[src/rtl/ex_mem_stage.sv]
// EX/MEM pipeline register with stall/flush, branch resolution from ALU flags and
// saturating branch/redirect performance counters.
module ex_mem_stage #(
   parameter int XLEN  = 32,
   parameter int CNT_W = 16
) (
   input  logic             clk,
   input  logic             rst,
   input  logic             ValidE,
   input  logic [XLEN-1:0]  ALUResE,
   input  logic             ZeroE,
   input  logic [XLEN-1:0]  WriteDataE,
   input  logic [XLEN-1:0]  PCPlus4E,
   input  logic [XLEN-1:0]  PCTargetE,
   input  logic [4:0]       RdE,
   input  logic             RegWriteE,
   input  logic             MemWriteE,
   input  logic [1:0]       ResultSrcE,
   input  logic             BranchE,
   input  logic             JumpE,
   input  logic [2:0]       Funct3E,
   input  logic             StallM,
   input  logic             FlushM,
   output logic             PCSrcE,
   output logic [XLEN-1:0]  PCTargetOut,
   output logic             ValidM,
   output logic             RegWriteM,
   output logic             MemWriteM,
   output logic [1:0]       ResultSrcM,
   output logic [4:0]       RdM,
   output logic [XLEN-1:0]  ALUResM,
   output logic [XLEN-1:0]  WriteDataM,
   output logic [XLEN-1:0]  PCPlus4M,
   output logic [CNT_W-1:0] BrCnt,
   output logic [CNT_W-1:0] TakenCnt
);

   localparam logic [CNT_W-1:0] CNT_MAX = '1;

   logic             w_cond;
   logic             w_adv;
   logic             w_redirect;
   logic             r_valid_m;
   logic             r_regwrite_m;
   logic             r_memwrite_m;
   logic [1:0]       r_resultsrc_m;
   logic [4:0]       r_rd_m;
   logic [XLEN-1:0]  r_alures_m;
   logic [XLEN-1:0]  r_writedata_m;
   logic [XLEN-1:0]  r_pcplus4_m;
   logic [CNT_W-1:0] r_br_cnt;
   logic [CNT_W-1:0] r_taken_cnt;

   // Equality branches use sub (zero flag); ordered branches use slt/sltu (bit 0).
   always_comb begin
      w_cond = 1'b0;
      case (Funct3E)
         3'b000:         w_cond = ZeroE;
         3'b001:         w_cond = ~ZeroE;
         3'b100, 3'b110: w_cond = ALUResE[0];
         3'b101, 3'b111: w_cond = ~ALUResE[0];
         default:        w_cond = 1'b0;
      endcase
   end

   assign w_adv      = ValidE & ~StallM & ~FlushM;
   assign w_redirect = w_adv & (JumpE | (BranchE & w_cond));

   always_ff @(posedge clk) begin
      if (!rst) begin
         r_valid_m     <= 1'b0;
         r_regwrite_m  <= 1'b0;
         r_memwrite_m  <= 1'b0;
         r_resultsrc_m <= '0;
         r_rd_m        <= '0;
         r_alures_m    <= '0;
         r_writedata_m <= '0;
         r_pcplus4_m   <= '0;
      end else if (FlushM) begin
         r_valid_m     <= 1'b0;
         r_regwrite_m  <= 1'b0;
         r_memwrite_m  <= 1'b0;
         r_resultsrc_m <= '0;
         r_rd_m        <= '0;
         r_alures_m    <= '0;
         r_writedata_m <= '0;
         r_pcplus4_m   <= '0;
      end else if (!StallM) begin
         r_valid_m     <= ValidE;
         r_regwrite_m  <= RegWriteE & ValidE;
         r_memwrite_m  <= MemWriteE & ValidE;
         r_resultsrc_m <= ResultSrcE;
         r_rd_m        <= RdE;
         r_alures_m    <= ALUResE;
         r_writedata_m <= WriteDataE;
         r_pcplus4_m   <= PCPlus4E;
      end
   end

   // w_adv already excludes stall and flush, so counters hold in those cycles.
   always_ff @(posedge clk) begin
      if (!rst) begin
         r_br_cnt    <= '0;
         r_taken_cnt <= '0;
      end else begin
         if (w_adv && BranchE && (r_br_cnt != CNT_MAX))
            r_br_cnt <= r_br_cnt + 1'b1;
         if (w_redirect && (r_taken_cnt != CNT_MAX))
            r_taken_cnt <= r_taken_cnt + 1'b1;
      end
   end

   assign PCSrcE      = w_redirect;
   assign PCTargetOut = PCTargetE;
   assign ValidM      = r_valid_m;
   assign RegWriteM   = r_regwrite_m;
   assign MemWriteM   = r_memwrite_m;
   assign ResultSrcM  = r_resultsrc_m;
   assign RdM         = r_rd_m;
   assign ALUResM     = r_alures_m;
   assign WriteDataM  = r_writedata_m;
   assign PCPlus4M    = r_pcplus4_m;
   assign BrCnt       = r_br_cnt;
   assign TakenCnt    = r_taken_cnt;

endmodule

[config.mk]
export PLATFORM = sky130hd
export DESIGN_NAME = ex_mem_stage
export DESIGN_NICKNAME = d
export VERILOG_FILES = /design/src/rtl/ex_mem_stage.sv
export SDC_FILE = /design/constraint.sdc
export NUM_CORES = 1
export LEC_CHECK = 0
export ABC_AREA = 0
export CAP_MARGIN = 20
export CELL_PAD_IN_SITES_DETAIL_PLACEMENT = 0
export CELL_PAD_IN_SITES_GLOBAL_PLACEMENT = 1
export CORE_AREA = 5 5 151 153
export CTS_CLUSTER_DIAMETER = 50
export DETAILED_ROUTE_END_ITERATION = 10
export DIE_AREA = 0 0 156 158
export PLACE_DENSITY = 0.76
export SLEW_MARGIN = 20
export SYNTH_ARGS = -nofsm -noshare
export SYNTH_HDL_FRONTEND = slang
export SYNTH_SLANG_ARGS = --single-unit
[constraint.sdc]
create_clock -name clk -period 2.25 [get_ports clk]
set_input_delay 0.5625 -clock clk [delete_from_list [all_inputs] [get_ports clk]]
set_output_delay 0.5625 -clock clk [all_outputs]
set_load 0.1 [all_outputs]
==> results.cfg <==
[outcome]
status = finished clean

[synth]
synth-compound-area-share_pct = 5.35
ys_seq_elements = 138
synthSimpleGateAreaFrac_pct = 16.7
syn_nets = 728
ys_warn_count = 0
syn_area_sq_um = 5630
synthFlopType = dfxtp_1
syn_inst = 578
avgSynthCellArea_sq_um = 9.75
async_flop_share_pct = 0
synth-seq-area-share_pct = 49.0
synth_top_family_by_area = multiplexers
synth.distinct_cells = 45
synth-xor-area-share_pct = 2.33
muxShareOfSynthArea_pct = 18.7
synth_edf_count = 0
synth_fa_ha_area_share_pct = 0.444

[cts]
cts-root-buf = clkbuf_16
cts.reportedPaths.clkPinSlew_ns = 0.06
cts_made_buffers = 17
insertion_delay_ns = 0.41
cts-htree-levels = 4
cts_hold_buf = 0
cts_buffer_depth = 2
cts_tree = yes
numClockSinks = 138

[floorplan]
num_rows = 54
die_y_um = 158
initial_utilization_pct = 26.3
fp.dieW_um = 156
die_area_sq_um = 24600
core_area_sq_um = 21400
io_pins = 319

[sta]
report.final.slew_viol_count = 0
setup_viol_count_final = 0
fin_crit_ns = 2.21
relSlewSlack_pct = 36.4
hold_violations = 0
max_freq_mhz = 453
finalCritPeriodShare_pct = 98.1
max_slew.worst_pin.slew_ns = 0.954
skew_ns = 0.00561
rsz0062_at_grt = no

[power]
power_density_nw_per_um2 = 744
irDropWorstVdd_v = 0.000429
power.leakage_nw = 3.70

[critical_path]
r2r_cells = 6
crit_fanout = 2
cp-end-kind = output port
crit_path_start_kind = input pin
critPathArrivalTime_ns = 1.64
crit_type = in -> out
worst_ep_required_time_ns = 1.69

[cells_and_area]
area_growth_pct = 51.8
n_antenna_cell = 0
fin_util_pct = 39.9
fillCellCount = 2141
fin_area_sq_um = 8550
drive_above_1_share_pct = 26.9
multi_input_area_sq_um = 2470
final_nets = 954
seq_area_sq_um = 2790

[placement]
placed_area_sq_um = 7960
gp_congestion = 0.764
dp.final_hpwl_um = 12000
io_buffers = 254

[route]
ant_nets = 0
vias = 4771
routed_wl_um = 16300
drtPass1Iterations = 4
wl_per_cell_um = 14.8
drc_errors = 0
vias_per_cell = 4.35
drt_iter0_drc = 140

[hold_path]
min_path_type = reg -> reg
min_path_cells = 2

[job]
cap_violations = 0

[global_route]
grt_pass1_vias = 4689
grt_pass1_wl_um = 25300
antenna_found_initial = 0
grt_max_degree = 62
overflow = 0
grtUsageTotal_pct = 12.9
[metrics by stage]
step / power [mW] / hold WS (ns) / TNS (ns) / std cells / worst slack (ns)
final: 6.36 / 0.486 / 0 / 1097 / 0.0438
after global routing: 6.67 / 0.518 / 0 / 1097 / 0.00342
after CTS: 6.48 / 0.489 / 0 / 1098 / 0.00553
after detailed placement: 3.66 / 0.479 / -2.95 / 1064 / -0.314
after global placement: 3.65 / 0.474 / -2.59 / 1064 / -0.308
after floorplan: 3.55 / 0.686 / 0 / 578 / 0.00604
[cell usage after synthesis, types with 3 or more instances]
cell	instances	area, sq um
buf_1	4	15.0
dfxtp_1	138	2760
o21ai_0	11	55.1
buf_2	6	30.0
xnor2_1	8	70.1
o31ai_1	6	45.0
or4_1	8	60.1
buf_4	32	240
buf_6	3	33.8
nor3_1	8	40.0
inv_1	5	18.8
clkbuf_1	18	67.6
mux2i_1	105	1050
nand3_1	9	45.0
xor2_1	7	61.3
nand4_1	9	56.3
nand2b_1	3	18.8
a21oi_1	17	85.1
nor2_1	123	462
nand2_1	15	56.3
or3_1	10	62.6
[metal layers]
metal,share of wire (%),track usage [%]
met5,0,0
met4,1.1,3.67
met3,10,6.18
met2,49,20.7
met1,40,15.5
[registers in the layout, summed over array words and instances (netlist names)]
name and cells:
BrCnt 16, ResultSrcM 2, PCPlus4M 32, RegWriteM 1
WriteDataM 32, TakenCnt 16, ALUResM 32, MemWriteM 1
ValidM 1, RdM 5
[final cells by class]
| class | count | area share [%] |
|---|---|---|
| repair buffers | 271 | 27.3 |
| clock buffers | 18 | 5.13 |
| inverters | 5 | 0.263 |
| clock inverters | 14 | 1.70 |
| multi-input cells | 371 | 28.9 |
| well taps | 280 | 4.10 |
| flip-flops and latches | 138 | 32.6 |
[critical path: stages]
cell             delay [ns]
clkdlybuf4s15_1        0.19
xor2_1                 0.16
a22o_1                 0.25
a21oi_4                0.18
clkinvlp_4             0.12
buf_12                 0.17
[timing repair]
item,in CTS,in global routing
resized for setup,16,0
buffers inserted,2,0
endpoints found under the setup margin,1,1
gates cloned,0,0
pin swaps,4,1
[worst paths after layout]
| check | from | end | slack, ns |
|---|---|---|---|
| max reg2reg | TakenCnt[0]$_SDFFE_PN0P_ | TakenCnt[3]$_SDFFE_PN0P_ | 0.30 |
| max | ALUResE[0] | PCSrcE | 0.04 |
| min | ValidM$_SDFFE_PP0N_ | ValidM$_SDFFE_PP0N_ | 0.49 |
| min reg2reg | ValidM$_SDFFE_PP0N_ | ValidM$_SDFFE_PP0N_ | 0.49 |
[power by group]
part	internal (mW)	switching, mW
clock	1.52	1.26
combinational	0.372	0.677
sequential	2.51	0.0361
[placed cells by master, fill, tap and decap left out, types with 4 or more instances in the layout]
cell type	count
or4_1	8
xor2_1	7
nand2_1	15
clkdlybuf4s50_1	106
or3_1	10
nor2_1	123
dfxtp_2	21
dlygate4sd2_1	5
o21ai_0	11
mux2i_1	105
xnor2_1	8
inv_8	6
clkbuf_16	17
inv_1	4
nand4_1	9
inv_6	5
a21oi_1	17
buf_4	154
nor3_1	8
nand3_1	9
o31ai_1	6
dfxtp_1	117
[kinds of logic (layout without fill, tap and decap cells)]
| group | count (synthesis) | after routing |
|---|---|---|
| xor+xnor | 15 | 15 |
| buf+inv | 69 | 308 |
| flops | 138 | 138 |
| compound gates | 49 | 49 |
| mux | 105 | 105 |
| fa+ha+maj | 2 | 2 |
| simple gates | 200 | 200 |
Note: power is estimated with default switching activity, not from simulation.
